## src/rtl/pht_pkg.sv

```systemverilog
// Shared constants, FSM states and saturating-counter helpers for the PHT update scheduler.
package pht_pkg;

  localparam logic [1:0] SNT        = 2'b00;
  localparam logic [1:0] WNT        = 2'b01;
  localparam logic [1:0] WT         = 2'b10;
  localparam logic [1:0] ST         = 2'b11;
  localparam logic [1:0] INIT_VALUE = WNT;

  typedef enum logic [2:0] {INIT, IDLE, RD, CAP, WR} state_e;

  function automatic logic [1:0] sat_inc(input logic [1:0] v);
    return (v == ST) ? ST : v + 2'b01;
  endfunction

  function automatic logic [1:0] sat_dec(input logic [1:0] v);
    return (v == SNT) ? SNT : v - 2'b01;
  endfunction

endpackage

```

## src/rtl/pht_update_fifo.sv

```systemverilog
// DEPTH-entry synchronous FIFO holding pending {index, taken} PHT updates.
// Push while full and pop while empty are ignored.
module pht_update_fifo #(
  parameter int DEPTH = 4,
  parameter int W     = 13
) (
  input  logic                       i_clk,
  input  logic                       i_rst,
  input  logic                       i_push,
  input  logic [W-1:0]               i_data,
  input  logic                       i_pop,
  output logic [W-1:0]               o_data,
  output logic                       o_full,
  output logic                       o_empty,
  output logic [$clog2(DEPTH):0]     o_count
);
  localparam int PTR_W = $clog2(DEPTH);
  localparam int CNT_W = PTR_W + 1;

  logic [W-1:0]     r_mem [DEPTH];
  logic [PTR_W-1:0] r_rd_ptr;
  logic [PTR_W-1:0] r_wr_ptr;
  logic [CNT_W-1:0] r_count;
  logic             w_push;
  logic             w_pop;

  assign o_full  = (r_count == CNT_W'(DEPTH));
  assign o_empty = (r_count == '0);
  assign o_count = r_count;
  assign o_data  = r_mem[r_rd_ptr];
  assign w_push  = i_push && !o_full;
  assign w_pop   = i_pop && !o_empty;

  always_ff @(posedge i_clk) begin
    if (w_push) r_mem[r_wr_ptr] <= i_data;
  end

  // Pointers wrap naturally because DEPTH is a power of two.
  always_ff @(posedge i_clk or posedge i_rst) begin
    if (i_rst) begin
      r_rd_ptr <= '0;
      r_wr_ptr <= '0;
      r_count  <= '0;
    end else begin
      if (w_push) r_wr_ptr <= r_wr_ptr + 1'b1;
      if (w_pop)  r_rd_ptr <= r_rd_ptr + 1'b1;
      case ({w_push, w_pop})
        2'b10:   r_count <= r_count + 1'b1;
        2'b01:   r_count <= r_count - 1'b1;
        default: r_count <= r_count;
      endcase
    end
  end

endmodule

```

## src/rtl/pht_update_scheduler.sv

```systemverilog
// Owns the PHT RAM port: init sweep, lookups (top priority) and queued read-modify-write updates.
// Define PHT_BYPASS_EN to forward a pending WR value to a same-index lookup.
module pht_update_scheduler
  import pht_pkg::*;
#(
  parameter int IDX_W = 12,
  parameter int DEPTH = 4
) (
  input  logic             CLK,
  input  logic             RESET,
  input  logic             lookup_valid,
  input  logic [IDX_W-1:0] lookup_index,
  output logic             resp_valid,
  output logic [1:0]       resp_counter,
  output logic             resp_taken,
  input  logic             upd_valid,
  input  logic [IDX_W-1:0] upd_index,
  input  logic             upd_taken,
  output logic             upd_ready,
  output logic [IDX_W-1:0] ghr,
  output logic             init_done,
  output logic             pht_en,
  output logic             pht_we,
  output logic [IDX_W-1:0] pht_addr,
  output logic [1:0]       pht_wdata,
  input  logic [1:0]       pht_rdata
);
  localparam int CNT_W = $clog2(DEPTH) + 1;

  state_e           r_state;
  logic [IDX_W-1:0] r_sweep;
  logic [IDX_W-1:0] r_ghr;
  logic             r_init_done;
  logic             r_resp_valid;
  logic             r_resp_ram;
  logic [1:0]       r_resp_val;
  logic [1:0]       r_next;

  logic             w_full;
  logic             w_empty;
  logic             w_accept;
  logic             w_wr_go;
  logic             w_fwd;
  logic [IDX_W:0]   w_head;
  logic [CNT_W-1:0] w_count;

  assign upd_ready    = !w_full;
  assign w_accept     = upd_valid && !w_full;
  assign w_wr_go      = (r_state == WR) && !lookup_valid;
  assign ghr          = r_ghr;
  assign init_done    = r_init_done;
  assign resp_valid   = r_resp_valid;
  assign resp_counter = !r_resp_valid ? SNT : (r_resp_ram ? pht_rdata : r_resp_val);
  assign resp_taken   = resp_counter[1];

`ifdef PHT_BYPASS_EN
  assign w_fwd = (r_state == WR) && (lookup_index == w_head[IDX_W:1]);
`else
  assign w_fwd = 1'b0;
`endif

  pht_update_fifo #(.DEPTH(DEPTH), .W(IDX_W + 1)) u_fifo (
    .i_clk   (CLK),
    .i_rst   (RESET),
    .i_push  (w_accept),
    .i_data  ({upd_index, upd_taken}),
    .i_pop   (w_wr_go),
    .o_data  (w_head),
    .o_full  (w_full),
    .o_empty (w_empty),
    .o_count (w_count)
  );

  // Port owner: sweep during INIT, otherwise lookup first, then the RMW read/write.
  always_comb begin
    pht_en    = 1'b0;
    pht_we    = 1'b0;
    pht_addr  = '0;
    pht_wdata = SNT;
    if (!RESET) begin
      if (r_state == INIT) begin
        pht_en    = 1'b1;
        pht_we    = 1'b1;
        pht_addr  = r_sweep;
        pht_wdata = INIT_VALUE;
      end else if (lookup_valid) begin
        pht_en   = 1'b1;
        pht_addr = lookup_index;
      end else if (r_state == RD) begin
        pht_en   = 1'b1;
        pht_addr = w_head[IDX_W:1];
      end else if (r_state == WR) begin
        pht_en    = 1'b1;
        pht_we    = 1'b1;
        pht_addr  = w_head[IDX_W:1];
        pht_wdata = r_next;
      end
    end
  end

  always_ff @(posedge CLK or posedge RESET) begin
    if (RESET) begin
      r_state      <= INIT;
      r_sweep      <= '0;
      r_ghr        <= '0;
      r_init_done  <= 1'b0;
      r_resp_valid <= 1'b0;
      r_resp_ram   <= 1'b0;
      r_resp_val   <= SNT;
      r_next       <= SNT;
    end else begin
      r_resp_valid <= lookup_valid;
      r_resp_ram   <= 1'b0;
      r_resp_val   <= SNT;
      if (lookup_valid) begin
        if (r_state == INIT) begin
          r_resp_val <= INIT_VALUE;
        end else if (w_fwd) begin
          r_resp_val <= r_next;
        end else begin
          r_resp_ram <= 1'b1;
        end
      end

      if (w_accept) r_ghr <= {r_ghr[IDX_W-2:0], upd_taken};

      case (r_state)
        INIT: begin
          r_sweep <= r_sweep + 1'b1;
          if (r_sweep == '1) begin
            r_init_done <= 1'b1;
            r_state     <= IDLE;
          end
        end
        IDLE: if (!w_empty) r_state <= RD;
        RD:   if (!lookup_valid) r_state <= CAP;
        CAP: begin
          r_next  <= w_head[0] ? sat_inc(pht_rdata) : sat_dec(pht_rdata);
          r_state <= WR;
        end
        WR:   if (!lookup_valid) r_state <= (w_count > CNT_W'(1)) ? RD : IDLE;
        default: r_state <= INIT;
      endcase
    end
  end

endmodule
```

## config.mk

```make
export PLATFORM = sky130hd
export DESIGN_NAME = pht_update_scheduler
export DESIGN_NICKNAME = d
export VERILOG_FILES = /design/src/rtl/pht_pkg.sv /design/src/rtl/pht_update_fifo.sv /design/src/rtl/pht_update_scheduler.sv
export SDC_FILE = /design/constraint.sdc
export NUM_CORES = 1
export LEC_CHECK = 0
export BUFFER_PORTS_ARGS = -buffer_cell sky130_fd_sc_hd__buf_2
export CAP_MARGIN = 20
export CELL_PAD_IN_SITES_DETAIL_PLACEMENT = 1
export CELL_PAD_IN_SITES_GLOBAL_PLACEMENT = 1
export CORE_AREA = 2 2 104 106
export CTS_CLUSTER_SIZE = 28
export DETAILED_ROUTE_END_ITERATION = 16
export DIE_AREA = 0 0 106 108
export PLACE_DENSITY_LB_ADDON = 0.1
export SLEW_MARGIN = 20
export SYNTH_ARGS = -nofsm -noshare
export SYNTH_HDL_FRONTEND = slang
export SYNTH_SLANG_ARGS = --single-unit
```

## constraint.sdc

```tcl
create_clock -name CLK -period 5 [get_ports CLK]
set_input_delay 0.5 -clock CLK [delete_from_list [all_inputs] [get_ports CLK]]
set_output_delay 0.5 -clock CLK [all_outputs]
set_load 0.01 [all_outputs]
```

==> metrics.cfg, run 1 <==
[clock_tree]
cts_max_path_buffers=2
clk_pin_slew_ps=90
cts_tree=yes
cts_root_buffer=clkbuf_8
number_of_buffers_inserted_by_post_cts_setup_repair=0
cts.repair.resized=0
tritoncts.num_buffers=9
cts_htree_levels=3
clock_sinks=92
postCtsHoldBufs=0
clock_insertion_delay_worst_skew_ps=350

[timing]
maxSlewHeadroom=0.417
worst_pin_slew_ps=875
final_tns_setup_ps=0
timing.final.setup_violations=0
min_period_over_period=0.579
fmaxAchievable_mhz=345
finalHoldViolCount=0
final_period_minus_worst_setup_slack_ps=2890
grt_setup_unrepaired=false
worst_hold_slack_ps=366
final-max-slew-violation-count=0
clock-skew-final_ps=9.82

[worst_setup_path]
worstSetupPathType=reg -> out
category_of_the_worst_setup_path_launch_point=flip-flop
regToRegSetupSlack_ps=2580
cp.required_ps=4500
path_max_fanout=15
critPathCaptureType=output port
worst_r2r_endpoint=u_fifo.o_count[2]
setup.worst_path.end=pht_addr[0]
reg2reg_depth=8
setup.worst_path.start=u_fifo.r_rd_ptr[0]
reg2reg_from=u_fifo.o_count[0]
arrival_time_worst_endpoint_ps=2390

[power_and_ir_drop]
totalPowerFinal_mw=1.99
vdd.ir_drop.worst_mv=0.320
switchingPower_mw=0.528
cellInternalPower_mw=1.46
p_clk_frac=0.291
cellPowerDensity_mw_per_mm2=420
switching_share=0.265
share_comb_of_total_power=0.188
total_leakage_power_nw=1.91
power_frac_seq=0.521

[synth]
synth_simple_gate_area_frac=0.110
register_bit_total_from_synthesis=92
synth.cell_area_mm2=0.00408
synth.lib_cells_used.distinct=42
synthMuxAreaShare=0.113
post_synth_arst_share=0.435
yosys.area_share.adder=0.0334
postSynthNetCount=334
dominant_combinational_cell_family_by_area_after_synthesis=multiplexers
synthesis_warning_total=0
share_of_the_synthesized_area_in_compound_gates_ao_oa_aoi_oai=0.0442
avgSynthCellArea_um2=13.9
cells_after_synthesis=293
synth_enable_flop_cells=52
synth_sequential_area_ratio=0.628
synth_top_flop_cell=edfxtp_1
synth-xor-area-share=0.0405

[run_status]
run_status=finished, final reports clean

[route]
dr_total_vias=2474
wire_per_inst_um=16.4
post_drt_via_cell_ratio=4.99
totalWireLength_um=8160
detail-route-antenna-nets=0
initialDrtViolationCount=111
remaining_drc_errors=0
number_of_optimization_iterations_in_the_first_detailed_route_pass=4

[global_route]
first_global_vias=2583
antenna_found_initial=1
grt_pass1_wl_um=13400
maximum_number_of_pins_on_one_net_before_global_route_repair=41
grt_usage=0.154
remaining_global_route_overflow=0

[floorplan]
die_y_um=108
initial_core_util=0.399
die_w_um=106
num_io_pins=65
fp.dieArea_mm2=0.0114
rows=37
core-area_mm2=0.0102

[worst_hold_path]
worst_hold_class=in -> reg

[layout]
finish.net_count=395
drive_gt1_frac=0.315
area_growth_pct=16.0

[placement]
gp_routability_congestion=0.736
dp_hpwl_um=5650
portBuffers=64

[flow_run]
max-cap-violations=0

==> worst min path at each step <==
stage	slack [ps]	startpoint	to	cells after the start
global route	340	upd_index[6]	u_fifo.r_mem[0][7]	1
global placement	450	init_done	init_done	1
floorplan	450	r_next[1]	r_next[1]	2
detailed placement	460	init_done	init_done	1
CTS	350	upd_index[6]	u_fifo.r_mem[2][7]	1
finish	370	upd_index[6]	u_fifo.r_mem[2][7]	1
==> area by class of cell <==
| class | instances | area, um2 |
|---|---|---|
| timing repair buffer | 66 | 335 |
| antenna | 1 | 2.50 |
| multi-input combinational | 174 | 1390 |
| sequential | 92 | 2560 |
| fill | 1084 | 5500 |
| clock inverter | 6 | 103 |
| clock buffer | 10 | 128 |
| inverter | 11 | 41.3 |
| tap | 136 | 170 |
==> cell usage after synthesis (all sizes together) (3+ instances only) <==
cell | count | area, um2
edfxtp | 52 | 1560
dfrtp | 40 | 1000
nand2 | 36 | 135
xnor2 | 14 | 130
mux2 | 13 | 146
mux4 | 13 | 293
nand3 | 13 | 65.1
a31oi | 11 | 68.8
inv | 11 | 41.3
buf | 10 | 63.8
ha | 10 | 125
nor2 | 10 | 37.5
a21oi | 7 | 35.0
and3 | 6 | 37.5
clkbuf | 6 | 22.5
nor3 | 5 | 36.3
o21ai | 5 | 25.0
nand4 | 4 | 40.0
xor2 | 4 | 35.0
and2 | 3 | 18.8
==> power groups by stage <==
| stage | Clock [mW] | Combinational, mW | Sequential [mW] |
|---|---|---|---|
| after global routing | 0.625 | 0.425 | 1.06 |
| final | 0.580 | 0.373 | 1.04 |
| after detailed placement | 0 | 0.383 | 1.05 |
| after global placement | 0 | 0.376 | 1.05 |
| after CTS | 0.594 | 0.387 | 1.04 |
| after floorplan | 0 | 0.225 | 1.06 |
==> cells in the final DEF (no fill, tap or decap), drive strengths merged, types with 2 or more instances in the layout <==
master	instances
xnor2	14
clkbuf	10
edfxtp	52
bufinv	3
nor2	10
inv	11
nor3	5
nand2b	2
nor2b	2
ha	10
o21ai	5
nand2	36
and3	6
mux2	13
mux2i	2
nand4	4
mux4	13
dfrtp	40
and2	3
buf	66
nand3	13
a21oi	7
clkinv	2
or3	2
a31oi	11
xor2	4
==> cell families (layout without fill, tap and decap cells) <==
kind of cell | count (synthesis) | after routing
AOI/OAI and AO/OA | 29 | 29
xor gates and xnor gates | 18 | 18
adders and majority gates | 11 | 11
buffers and inverters | 27 | 93
DFF | 92 | 92
muxes | 28 | 28
other | 0 | 1
and+or+nand+nor | 88 | 88
==> per-stage QoR <==
| step | std cells | cell area (um2) | util | worst slack, ps |
|---|---|---|---|---|
| after floorplan | 293 | 4080 | - | 2730 |
| after global placement | 479 | 4500 | 0.440 | 2410 |
| after detailed placement | 479 | 4500 | 0.440 | 2420 |
| after CTS | 495 | 4730 | 0.462 | 2020 |
| after global routing | 496 | 4730 | 0.463 | 1840 |
| final | 496 | 4730 | 0.463 | 2110 |
==> critical path, stage by stage (launching register included) <==
cell and delay [ps]:
dfrtp_1 920, mux4_2 620, a221oi_1 280, nor2_1 70, buf_2 140
==> registers in the layout (all words and copies together) (netlist names) <==
register         count
init_done            1
r_resp_ram           1
r_sweep             12
r_state              3
ghr                 12
u_fifo.o_count       3
resp_valid           1
r_next               2
u_fifo.r_rd_ptr      2
u_fifo.r_wr_ptr      2
r_resp_val           1
u_fifo.r_mem        52
==> metal layers <==
metal	vias to the layer above	wire length [um]	global-route usage
met3	12	323	0.0295
met5	-	0	0
met4	0	140	0.0705
li1	1188	-	-
met1	1227	3910	0.208
met2	47	3780	0.245
(Power assumes the default switching activity.)
==> run 2: changes to the inputs <==
clock period = 2.8 ns   (was 5 ns; I/O delays follow)
==> run 2 against run 1 <==
Net effect: first-iteration DRC count fell by 27%; critical path type unchanged; global-route usage rose by 0.41 points; critical path depth rose by 1; largest cell class unchanged; core utilization fell by 0.061 points; clock-buffer cell count fell by 1; non-clock buffer count rose by 5; final area fell by 0.13%; routed wire length rose by 5.2%; via count rose by 1.7%; highest routed layer unchanged.
==> metrics.cfg, run 2 (synthesis gave the netlist of run 1 again) <==
[run_status]
run_status=finished, final reports clean

[timing]
maxSlewHeadroom=0.535
min_period_over_period=0.862
final_tns_setup_ps=0
clock-skew-final_ps=11.1
finalHoldViolCount=0
final-max-slew-violation-count=0
worst_pin_slew_ps=697
timing.final.setup_violations=0
grt_setup_unrepaired=false
fmaxAchievable_mhz=414
final_period_minus_worst_setup_slack_ps=2410

[power_and_ir_drop]
total_leakage_power_nw=1.92
switchingPower_mw=1.02
cellPowerDensity_mw_per_mm2=719
switching_share=0.300
vdd.ir_drop.worst_mv=0.385
power_frac_seq=0.545
p_clk_frac=0.252
share_comb_of_total_power=0.203
cellInternalPower_mw=2.38

[route]
post_drt_via_cell_ratio=5.03
number_of_optimization_iterations_in_the_first_detailed_route_pass=4
topRoutingLayerUsed=met4
totalWireLength_um=8580
routed_length_on_met2_um=4190
detail-route-antenna-nets=0
met3RoutedLength_um=245
dr_total_vias=2517
wire_per_inst_um=17.2
wirelength_met1_um=4030
initialDrtViolationCount=81
remaining_drc_errors=0

[worst_setup_path]
cp.required_ps=2520
reg2reg_from=u_fifo.o_count[0]
category_of_the_worst_setup_path_launch_point=flip-flop
worstSetupPathType=reg -> out
worst_r2r_endpoint=u_fifo.o_count[2]
regToRegSetupSlack_ps=670
arrival_time_worst_endpoint_ps=2130
path_max_fanout=10
reg2reg_depth=8
setup.worst_path.end=pht_addr[4]
critPathCaptureType=output port
setup.worst_path.start=u_fifo.r_rd_ptr[0]

[placement]
dpl_cell_area_mm2=0.00454
gp_routability_congestion=0.718
portBuffers=64
dp_hpwl_um=6130
dp_cells=484

[floorplan]
initial_core_util=0.399
rows=37
fp.dieArea_mm2=0.0114
core-area_mm2=0.0102
num_io_pins=65
die_w_um=106
die_y_um=108

[flow_run]
max-cap-violations=0

[layout]
max_flop_register=u_fifo.r_mem
drive_gt1_frac=0.332
final_cell_area_mm2=0.00473
antennaDiodeCount=0
largest_reg_flops=52
layout.cells.most_common=buf_2
instances_no_fill=500
filler_cell_count=1078
finish.net_count=400
most_frequent_cells_in_the_layout=64 x buf_2, 52 x edfxtp_1, 40 x dfrtp_1, 36 x nand2_1
area_growth_pct=15.8

[clock_tree]
postCtsHoldBufs=0
clock_insertion_delay_worst_skew_ps=350
cts_max_path_buffers=2
tritoncts.num_buffers=9
clock_sinks=92
cts_root_buffer=clkbuf_8
number_of_buffers_inserted_by_post_cts_setup_repair=0
cts_htree_levels=3
cts.repair.resized=0
clk_pin_slew_ps=100
cts_tree=yes

[global_route]
remaining_global_route_overflow=0
first_global_vias=2678
grt_pass1_wl_um=13800
antenna_found_initial=0
maximum_number_of_pins_on_one_net_before_global_route_repair=41
grt_usage=0.159

[worst_hold_path]
hold_start=upd_index[5]
worst_hold_class=in -> reg

==> run 2: cell types whose count changed in the layout (fill, tap and decap cells not counted), moves of 2 or more <==
cell	before	now
clkinv_1	2	0
bufinv_16	3	0
inv_8	0	2
inv_6	0	3
buf_4	2	7
==> run 2: worst min path at each step <==
stage                               endpoint  slack [ps]  depth (start not counted)
after floorplan                   resp_valid         310                          0
after global placement             init_done         460                          1
after detailed placement           init_done         450                          1
after CTS                 u_fifo.r_mem[1][9]         120                          1
after global routing      u_fifo.r_mem[3][6]         120                          1
final                     u_fifo.r_mem[3][6]         130                          1
==> run 2: final cells by class <==
type                    instances  area [um2]  area share
multi-input cells             174        1390       0.294
clock buffers                   9         124      0.0262
repair buffers                 71         373      0.0789
inverters                      11        41.3     0.00874
flip-flops and latches         92        2560       0.542
well taps                     136         170      0.0360
clock inverters                 7        65.1      0.0138
==> run 2: metal layers <==
layer	track usage	up-vias
li1	-	1198
met5	0	-
met2	0.267	46
met1	0.208	1265
met4	0.0602	0
met3	0.0259	8
==> run 2: power by group through the flow <==
stage          registers [mW]  logic [mW]  clock network [mW]
2_1_floorplan            1.89       0.401                   0
3_3_place_gp             1.88       0.675                   0
3_5_place_dp             1.89       0.708                   0
4_1_cts                  1.86       0.714               0.885
5_1_grt                  1.89       0.779               0.932
6_report                 1.85       0.690               0.856
==> run 2: critical path, cell delays in order, from the launching register on <==
cell	delay, ps
dfrtp_1	690
buf_4	240
mux4_2	510
nand2_1	110
a31oi_1	80
buf_2	150
==> run 2: per-stage QoR <==
stage | utilization | setup slack [ps] | power [mW] | hold WS [ps]
floorplan | - | 644 | 2.29 | 311
CTS | 0.462 | 298 | 3.46 | 119
detailed placement | 0.443 | 626 | 2.60 | 454
finish | 0.462 | 386 | 3.40 | 133
global placement | 0.443 | 693 | 2.55 | 455
global route | 0.462 | 203 | 3.60 | 121
